===== src/rtl/cavlc_pkg.sv =====
// Constants and helpers shared by the CAVLC bitstream front end
// (cavlc_bitstream_buffer, cavlc_len_gen).
package cavlc_pkg;
   localparam int BS_WORD_W  = 16;
   localparam int BS_MAX_LEN = 16;
   localparam int BS_LEN_W   = 5;

   typedef logic [BS_LEN_W-1:0] bs_len_t;

   // Oversized code lengths are clipped to a full window.
   function automatic bs_len_t bs_sat_len(input bs_len_t len);
      return (len > BS_LEN_W'(BS_MAX_LEN)) ? BS_LEN_W'(BS_MAX_LEN) : len;
   endfunction
endpackage


===== src/rtl/cavlc_bitstream_buffer_if.sv =====
// Fetch-side and decoder-side signals of the CAVLC bitstream buffer.
// slave = buffer, master = fetch path plus decoder.
interface cavlc_bitstream_buffer_if #(parameter int BUF_WORDS = 3);
   import cavlc_pkg::*;
   localparam int LVL_W = $clog2(BS_WORD_W*BUF_WORDS+1);

   logic [BS_WORD_W-1:0] in_data;
   logic                 in_valid;
   logic                 in_ready;
   logic                 ena;
   bs_len_t              len_comb;
   logic [0:BS_WORD_W-1] rbsp;
   logic                 rbsp_valid;
   logic [LVL_W-1:0]     level;
   logic                 underflow;

   modport master (
      output in_data, in_valid, ena, len_comb,
      input  in_ready, rbsp, rbsp_valid, level, underflow
   );

   modport slave (
      input  in_data, in_valid, ena, len_comb,
      output in_ready, rbsp, rbsp_valid, level, underflow
   );
endinterface


===== src/rtl/cavlc_bs_shifter.sv =====
// Left barrel shift of the bit buffer (oldest bit at the MSB) followed by
// an MSB-first merge of one fetched word at stream offset pos_i.
module cavlc_bs_shifter import cavlc_pkg::*; #(
   parameter int BUF_BITS = 48,
   parameter int POS_W    = 6
) (
   input  logic [BUF_BITS-1:0]  buf_i,
   input  bs_len_t              shamt_i,
   input  logic [BS_WORD_W-1:0] word_i,
   input  logic                 ins_i,
   input  logic [POS_W-1:0]     pos_i,
   output logic [BUF_BITS-1:0]  buf_o
);
   logic [BUF_BITS-1:0] shifted;
   logic [BUF_BITS-1:0] word_al;
   logic [BUF_BITS-1:0] mask_al;

   always_comb begin
      shifted = buf_i << shamt_i;
      word_al = {word_i, {(BUF_BITS-BS_WORD_W){1'b0}}} >> pos_i;
      mask_al = {{BS_WORD_W{1'b1}}, {(BUF_BITS-BS_WORD_W){1'b0}}} >> pos_i;
      buf_o   = ins_i ? ((shifted & ~mask_al) | word_al) : shifted;
   end
endmodule


===== src/rtl/cavlc_bitstream_buffer.sv =====
// Bit-aligning look-ahead buffer feeding the CAVLC decoder a 16-bit window.
// Optional CAVLC_BS_BITCNT_EN adds bit_pos, the bits consumed since rst/flush.
module cavlc_bitstream_buffer import cavlc_pkg::*; #(
   parameter int BUF_WORDS = 3
) (
   input  logic clk,
   input  logic rst,
   input  logic flush,
`ifdef CAVLC_BS_BITCNT_EN
   output logic [31:0] bit_pos,
`endif
   cavlc_bitstream_buffer_if.slave bus
);
   localparam int BUF_BITS = BS_WORD_W*BUF_WORDS;
   localparam int LVL_W    = $clog2(BUF_BITS+1);

   logic [LVL_W-1:0]    level_q, level_d;
   logic                underflow_q, underflow_d;
   logic [BUF_BITS-1:0] buf_q, buf_d;
   logic [LVL_W-1:0]    ins_pos;
   bs_len_t             len_sat, shamt;
   logic                rbsp_valid, cons, push, in_ready, len_err;

   assign len_sat    = bs_sat_len(bus.len_comb);
   assign rbsp_valid = level_q >= LVL_W'(BS_WORD_W);
   assign cons       = bus.ena && rbsp_valid;
   assign shamt      = cons ? len_sat : '0;
   // No credit from a same-cycle consume: ready depends on registered level only.
   assign in_ready   = (level_q <= LVL_W'(BUF_BITS-BS_WORD_W)) && !flush && !rst;
   assign push       = bus.in_valid && in_ready;
   assign len_err    = bus.ena && ((bus.len_comb > BS_LEN_W'(BS_MAX_LEN)) ||
                                   (!rbsp_valid && (bus.len_comb != '0)));
   assign ins_pos    = level_q - LVL_W'(shamt);

   cavlc_bs_shifter #(.BUF_BITS(BUF_BITS), .POS_W(LVL_W)) u_shifter (
      .buf_i   (buf_q),
      .shamt_i (shamt),
      .word_i  (bus.in_data),
      .ins_i   (push),
      .pos_i   (ins_pos),
      .buf_o   (buf_d)
   );

   always_comb begin
      level_d     = ins_pos + (push ? LVL_W'(BS_WORD_W) : '0);
      underflow_d = underflow_q | len_err;
   end

   always_ff @(posedge clk) begin
      if (rst || flush) begin
         level_q     <= '0;
         underflow_q <= 1'b0;
      end else begin
         level_q     <= level_d;
         underflow_q <= underflow_d;
      end
   end

   // Contents beyond level are don't-care, so the storage itself is never cleared.
   always_ff @(posedge clk) begin
      buf_q <= buf_d;
   end

`ifdef CAVLC_BS_BITCNT_EN
   logic [31:0] bit_pos_q, bit_pos_d;
   assign bit_pos_d = bit_pos_q + 32'(shamt);
   always_ff @(posedge clk) begin
      if (rst || flush) bit_pos_q <= '0;
      else              bit_pos_q <= bit_pos_d;
   end
   assign bit_pos = bit_pos_q;
`endif

   assign bus.in_ready   = in_ready;
   assign bus.rbsp       = buf_q[BUF_BITS-1 -: BS_WORD_W];
   assign bus.rbsp_valid = rbsp_valid;
   assign bus.level      = level_q;
   assign bus.underflow  = underflow_q;
endmodule


===== src/flat_wrapper.sv =====
// flat-port wrapper written by rule: the top's interface ports become plain ports
module cavlc_bitstream_buffer_flat import cavlc_pkg::*;
#(
   parameter int BUF_WORDS = 3
)
  (clk, rst, flush, bus_in_data, bus_in_valid, bus_ena, bus_len_comb, bus_in_ready, bus_rbsp, bus_rbsp_valid, bus_level, bus_underflow);
  cavlc_bitstream_buffer_if #(.BUF_WORDS(BUF_WORDS)) bus_i ();
  input  logic clk;
  input  logic rst;
  input  logic flush;
  input wire logic [$bits(bus_i.in_data)-1:0] bus_in_data;
  input wire logic [$bits(bus_i.in_valid)-1:0] bus_in_valid;
  input wire logic [$bits(bus_i.ena)-1:0] bus_ena;
  input wire logic [$bits(bus_i.len_comb)-1:0] bus_len_comb;
  output wire logic [$bits(bus_i.in_ready)-1:0] bus_in_ready;
  output wire logic [$bits(bus_i.rbsp)-1:0] bus_rbsp;
  output wire logic [$bits(bus_i.rbsp_valid)-1:0] bus_rbsp_valid;
  output wire logic [$bits(bus_i.level)-1:0] bus_level;
  output wire logic [$bits(bus_i.underflow)-1:0] bus_underflow;
  assign bus_i.in_data = bus_in_data;
  assign bus_i.in_valid = bus_in_valid;
  assign bus_i.ena = bus_ena;
  assign bus_i.len_comb = bus_len_comb;
  assign bus_in_ready = bus_i.in_ready;
  assign bus_rbsp = bus_i.rbsp;
  assign bus_rbsp_valid = bus_i.rbsp_valid;
  assign bus_level = bus_i.level;
  assign bus_underflow = bus_i.underflow;
  cavlc_bitstream_buffer #(.BUF_WORDS(BUF_WORDS)) u_core (.clk(clk), .rst(rst), .flush(flush), .bus(bus_i));
endmodule

===== config.mk =====
export PLATFORM = sky130hd
export DESIGN_NAME = cavlc_bitstream_buffer_flat
export DESIGN_NICKNAME = d
export VERILOG_FILES = /design/src/rtl/cavlc_pkg.sv /design/src/rtl/cavlc_bitstream_buffer_if.sv /design/src/rtl/cavlc_bs_shifter.sv /design/src/rtl/cavlc_bitstream_buffer.sv /design/src/flat_wrapper.sv
export SDC_FILE = /design/constraint.sdc
export NUM_CORES = 1
export LEC_CHECK = 0
export ABC_AREA = 1
export CAP_MARGIN = 30
export CORE_MARGIN = 2
export CORE_UTILIZATION = 45
export CTS_BUF_LIST = sky130_fd_sc_hd__clkbuf_4
export CTS_CLUSTER_DIAMETER = 30
export CTS_CLUSTER_SIZE = 30
export DETAILED_ROUTE_END_ITERATION = 8
export PLACE_DENSITY_LB_ADDON = 0.12
export SETUP_SLACK_MARGIN = 0.1
export SLEW_MARGIN = 0
export SYNTH_ARGS = -nofsm -noshare
export SYNTH_HDL_FRONTEND = slang
export SYNTH_SLANG_ARGS = --single-unit

===== constraint.sdc =====
create_clock -name clk -period 3.5 [get_ports clk]
set_clock_uncertainty 0.2 [all_clocks]
set_input_delay 0.7 -clock clk [delete_from_list [all_inputs] [get_ports clk]]
set_output_delay 0.7 -clock clk [all_outputs]
set_load 0.1 [all_outputs]

Yosys cells after proc, flatten, opt, wreduce, memory -nomap -nowiden. Cells that the tools add are included.

Memories: 0. Bits in read-only memories: 0. Input port bits: 26. Register bits after elaboration: 55. Output and inout bits: 25. Memory bits (writable): 0. Bits in latches: 0.

Magnitude comparators: 3. Equality and inequality tests: 0. Divide/modulo/power cells: 0. Bitwise gates (word level): 4. Mux-type cells: 4. Multipliers: 0. Reductions and logical operators: 12. Shift-type cells: 3. $add $sub $neg: 2.

Operator list (number): $and 48x48->48 (1); $mux 48 (1); $not 48->48 (1); $or 48x48->48 (1); $shl 48x5->48 (1); $shr 48x6->48 (1); $shr 48x6->48 const A (1); $mux 5 (3); $add 6x6->6 (1); $ge 6x5->1 const B (1); $le 6x6->1 const B (1); $logic_and 1x1->1 (6); $sub 6x5->6 (1); $gt 5x5->1 const B (1); $reduce_bool 5->1 (1); $logic_not 1->1 (3); $logic_or 1x1->1 (2); $or 1x1->1 (1).

Logic depth before layout (Yosys ltp).
Depth after elaboration: 9. Depth in mapped cells: 22. Mapped depth without buffers: 19.

Cells and area by module. From an unflattened synthesis, not the netlist that was laid out.

Cell total of the unflattened synthesis: 1196. Area total of the unflattened synthesis: 6505.0 um^2.

By module, submodules not included: cavlc_bs_shifter (times used 1, area each 4849.7 um^2, cells each 1048); cavlc_bitstream_buffer (times used 1, area each 1655.3 um^2, cells each 148).

Worst setup path after synthesis. OpenSTA, ideal clock, no wires.

Path type: flip-flop to flip-flop. Start: register u_core.level_q[4] (netlist: u_core.bus.level[4]). End: register u_core.buf_q[15]. Period minus slack after synthesis: 4.308 ns. Cell stages (with the launch flop): 21. Data arrival time: 3.993 ns. Buffers on the path: 4. Required time: 3.185 ns. Path slack: -0.808 ns. Path through: dfxtp_1 inv_1 nand2_2 nand3_1 buf_2 buf_2 inv_1 ha_1 fa_1 clkbuf_1 inv_1 clkbuf_1 nand2_1 o21ai_0 nand2_1 nand2_1 nand2_1 o21ai_0 nor2_1 a21oi_1 nand2_1.

Cells in the longest elaborated chain, start to end: 9. Elaborated cells between the ends (all ways): 15. Those cells by class: add/sub (1); order compare (2); shift (3); mux (2); bitwise (3); reduce/logical (4).

Ends and longest elaborated chain: from (decl) (RTL line cavlc_bitstream_buffer.sv:17) `logic [LVL_W-1:0] level_q, level_d;`; from (signal assigned) (RTL line cavlc_bitstream_buffer.sv:54) `level_q <= level_d;`; $ge 6x5->1 (*) (RTL line cavlc_bitstream_buffer.sv:25) `assign rbsp_valid = level_q >= LVL_W'(BS_WORD_W);`; via bus_rbsp_valid (RTL line flat_wrapper.sv:17) `output wire logic [$bits(bus_i.rbsp_valid)-1:0] bus_rbsp_valid;`; $logic_and 1x1->1 (*) (RTL line cavlc_bitstream_buffer.sv:26) `assign cons = bus.ena && rbsp_valid;`; $mux 5 (*) (RTL line cavlc_bitstream_buffer.sv:27) `assign shamt = cons ? len_sat : '0;`; $sub 6x5->6 (RTL line cavlc_bitstream_buffer.sv:33) `assign ins_pos = level_q - LVL_W'(shamt);`; $shr 48x6->48 (RTL line cavlc_bs_shifter.sv:21) `mask_al = {{BS_WORD_W{1'b1}}, {(BUF_BITS-BS_WORD_W){1'b0}}} >> pos_i;`; $not 48->48 (RTL line cavlc_bs_shifter.sv:22) `buf_o = ins_i ? ((shifted & ~mask_al) | word_al) : shifted;`; $and 48x48->48 (RTL line cavlc_bs_shifter.sv:22); $or 48x48->48 (RTL line cavlc_bs_shifter.sv:22); $mux 48 (*) (RTL line cavlc_bs_shifter.sv:22); via u_core.buf_d[15] (RTL line cavlc_bitstream_buffer.sv:19) `logic [BUF_BITS-1:0] buf_q, buf_d;`; to (signal assigned) (RTL line cavlc_bitstream_buffer.sv:61) `buf_q <= buf_d;`; to (decl) (RTL line cavlc_bitstream_buffer.sv:19).

The timed path passes the listed nets; every way through them passes the cells marked *. A chain may end at the register's enable or synchronous reset.

Worst setup path after layout.
Start: input port bus_len_comb[4]. End: register u_core.buf_q[13].

Cells in the longest elaborated chain, start to end: 9. Elaborated cells between the ends (all ways): 11. Those cells by class: add/sub (1); order compare (1); shift (3); mux (3); bitwise (3).

Ends and longest elaborated chain: from (decl) (RTL line flat_wrapper.sv:14) `input wire logic [$bits(bus_i.len_comb)-1:0] bus_len_comb;`; $gt 5x5->1 (RTL line cavlc_pkg.sv:12) `return (len > BS_LEN_W'(BS_MAX_LEN)) ? BS_LEN_W'(BS_MAX_LEN) : len;`; $mux 5 (*) (RTL line cavlc_pkg.sv:12); $mux 5 (*) (RTL line cavlc_bitstream_buffer.sv:27); $sub 6x5->6 (RTL line cavlc_bitstream_buffer.sv:33); $shr 48x6->48 (RTL line cavlc_bs_shifter.sv:21); $not 48->48 (RTL line cavlc_bs_shifter.sv:22); $and 48x48->48 (RTL line cavlc_bs_shifter.sv:22); $or 48x48->48 (RTL line cavlc_bs_shifter.sv:22); $mux 48 (*) (RTL line cavlc_bs_shifter.sv:22); via u_core.buf_d[13] (RTL line cavlc_bitstream_buffer.sv:19).

Marks and branches as above.

==> impl_metrics.csv <==
group,metric,value,unit
status,status,"finished, final reports clean",
clock_tree,cts_max_path_buffers,2,
global_routing,antenna_found_initial,2,
sta,finalCritPeriodShare,94.9,%
synth,synth_top_area_share,31.3,%
synth,synthCells,1355,
detailed_routing,drt-total-wl,29100,um
detailed_routing,dr.pass1.iters,6,
finish,area_delta_synth_final,23.2,%
setup_path,end_kind,"flop",
synth,yosysMostFrequentCell,"nand2_1",
setup_path,cp.required,3650,ps
placed_design,port_buffers,50,
finish,final_area,8610,sq um
hold_path,min_from,"u_core.bus.underflow",
sta,period_needed,3320,ps
setup_path,cp_common_cell,"nand2_1",
clock_tree,post_cts_buffers,0,
finish,fillerInstances,1622,
die,rows,45,
synth,syn-num-nets,1390,
hold_path,hold_class,"flop to flop",
setup_path,crit_path_max_fanout,4,
sta,setup-tns-final,0,ps
global_routing,grt_pass1_vias,8419,
global_routing,overflow,0,
setup_path,startpoint,"bus_len_comb[4]",
die,start_util,46.0,%
sta,worstMarginPinSlew,669,ps
detailed_routing,vias,9530,
setup_path,worstPathArrival,3470,ps
sta,maxSlewHeadroom,55.4,%
power_and_ir_drop,ir_drop,0.000460,V
synth,syn_area,6990,sq um
placed_design,post-dp-hpwl,23000,um
power_and_ir_drop,p_leak,4.50,nW
setup_path,worstSetupPathType,"primary input to flop",
synth,synth_top_area_cell,"nand3_1",
clock_tree,cts_tree,"built",
synth,synth_edf_count,0,
detailed_routing,drcViolationCount,0,
clock_tree,cts-root-buf,"clkbuf_4",
die,ios,51,
setup_path,slowest_delay,580,ps
synth,ys_types,33,
setup_path,crit_chain,"clkdlybuf4s50_1 > nor2_4 > nand3_2 > inv_1 > ha_2 > fa_2 > buf_4 > nor2_4 > nor2_1 > nand2_1 > nand2_1 > nor2_1 > o21ai_0 > buf_4 > nand2_1 > nand2_1",
sta,setup_viol,0,
clock_tree,clk_latency,420,ps
global_routing,grt_pass1_wl,45600,um
detailed_routing,drtIter0Drc,1030,
synth,yosysSeqAreaShare,15.7,%
die,core_area,15200,sq um
synth,ys.flop_type,"dfxtp_1",
placed_design,placed_area,8480,sq um
setup_path,reg2reg_from,"u_core.bus.level[4]",
flow_run,maxCapViolCount,0,
finish,final_core_util,56.7,%
clock_tree,cts_inserted_buffers,5,
setup_path,slowest_stage,"fa_2",
finish,layout.nets,1493,
synth,ys_ff_latch,55,
finish,drive_gt1_share,15.1,%
synth,ys_warn_count,0,
detailed_routing,route.detailed.wl_per_inst,17.7,um
detailed_routing,detail-route-antenna-nets,0,
clock_tree,cts.sink_count,55,
synth,synthTopCellsByArea,"nand3_1, nand2_1, dfxtp_1, inv_1, o21ai_0",
synth,async_reset_ff_share,0,%
synth,synth_common_cells,"nand2_1, nand3_1, inv_1, nor2_1, dfxtp_1",
sta,slew_viol_final,0,
die,die_w,129,um
clock_tree,cts_hold_buf,0,
sta,hold_slack,300,ps
power_and_ir_drop,power,0.00603,W
die,die_area,16600,sq um
global_routing,grt_max_degree,65,
sta,finalHoldViolCount,0,
clock_tree,h-tree-depth,2,
power_and_ir_drop,cellPowerDensity,700,nW/um^2
clock_tree,clk_pin_slew,190,ps
placed_design,gp_congestion,0.993,
setup_path,startpoint_type,"primary input",
die,dieHeight,129,um
global_routing,grt_use_total,35.3,%
detailed_routing,via_per_inst,5.78,
sta,fmax,301,MHz
synth,avgSynthCellArea,5.16,sq um
sta,rsz0062_at_grt,"true",
[layout make-up]
cell class | instances | area [sq um] | area share [%]
antenna | 1 | 2.50 | 0.0290
clock buffer | 5 | 37.5 | 0.436
clock inverter | 3 | 25.0 | 0.290
inverter | 110 | 415 | 4.82
multi-input combinational | 1091 | 5110 | 59.3
sequential | 55 | 1110 | 12.9
tap | 188 | 235 | 2.73
timing repair buffer | 195 | 1680 | 19.5
[critical path, delay by kind of cell]
| family | cells | cell delay, ps |
|---|---|---|
| adders and majority gates | 2 | 760 |
| buffers and inverters | 4 | 860 |
| AOI/OAI and AO/OA | 1 | 150 |
| and+or+nand+nor | 9 | 990 |
[where the power goes]
part / total (W) / switching [W] / internal (W)
clock: 0.000324 / 0.000243 / 0.0000811
combinational: 0.00450 / 0.00310 / 0.00140
sequential: 0.00121 / 0.000287 / 0.000922
total: 0.00603 / 0.00363 / 0.00240
[repair_timing]
| item | CTS | global route |
|---|---|---|
| resized for setup | 1 | 27 |
| setup endpoints to repair | 4 | 40 |
| pin swaps | 0 | 3 |
[through the flow]
stage	std cells	setup WS, ps
floorplan	1355	97.3
global placement	1639	-394
detailed placement	1639	-406
CTS	1647	110
global route	1648	55.2
finish	1648	178
[path summary, 6_finish.rpt]
check | to | slack, ps | cells after the start
hold / removal | u_core.bus.underflow | 300 | 2
hold reg to reg | u_core.bus.underflow | 300 | 2
setup / recovery | u_core.buf_q[13] | 180 | 16
setup reg to reg | u_core.buf_q[13] | 490 | 16
[cell families after synthesis]
kind of cell,Yosys count,synth area share [%]
and+or+nand+nor,996,62.9
buffers and inverters,209,12.7
DFF,55,15.7
adders and majority gates,9,1.72
xor gates and xnor gates,1,0.125
AOI/OAI and AO/OA,85,6.87
[flip-flops by register name (all words and copies together) (netlist names)]
name                  cells
u_core.bus.level          6
u_core.buf_q             48
u_core.bus.underflow      1
[metal layers]
layer	up-vias	part of all wire [%]	routed length [um]	GRT usage, %
met4	2	4.7	1360	15.2
li1	4680	-	-	-
met2	512	44	12900	55.1
met3	75	9.3	2700	5.49
met1	4261	42	12100	48.4
met5	-	0.076	22	0
[cells in the final DEF (no fill, tap or decap), drive strengths merged]
master,synthesis,final
a21oi,15,15
nor3,1,1
o211ai,16,16
fa,1,1
o31ai,1,1
a21boi,1,1
or2,2,2
diode,0,1
clkinvlp,0,1
clkbuf,47,5
nor4,1,1
nand4,6,6
xor2,1,1
clkinv,0,2
inv,110,110
nor2,62,62
ha,8,8
nand3b,8,8
dfxtp,55,55
nand2,475,475
a31oi,1,1
buf,52,170
a22oi,3,3
nand3,439,439
o21ai,47,47
clkdlybuf4s50,0,25
o22ai,1,1
and2,2,2
Note: power is estimated with default switching activity, not from simulation.
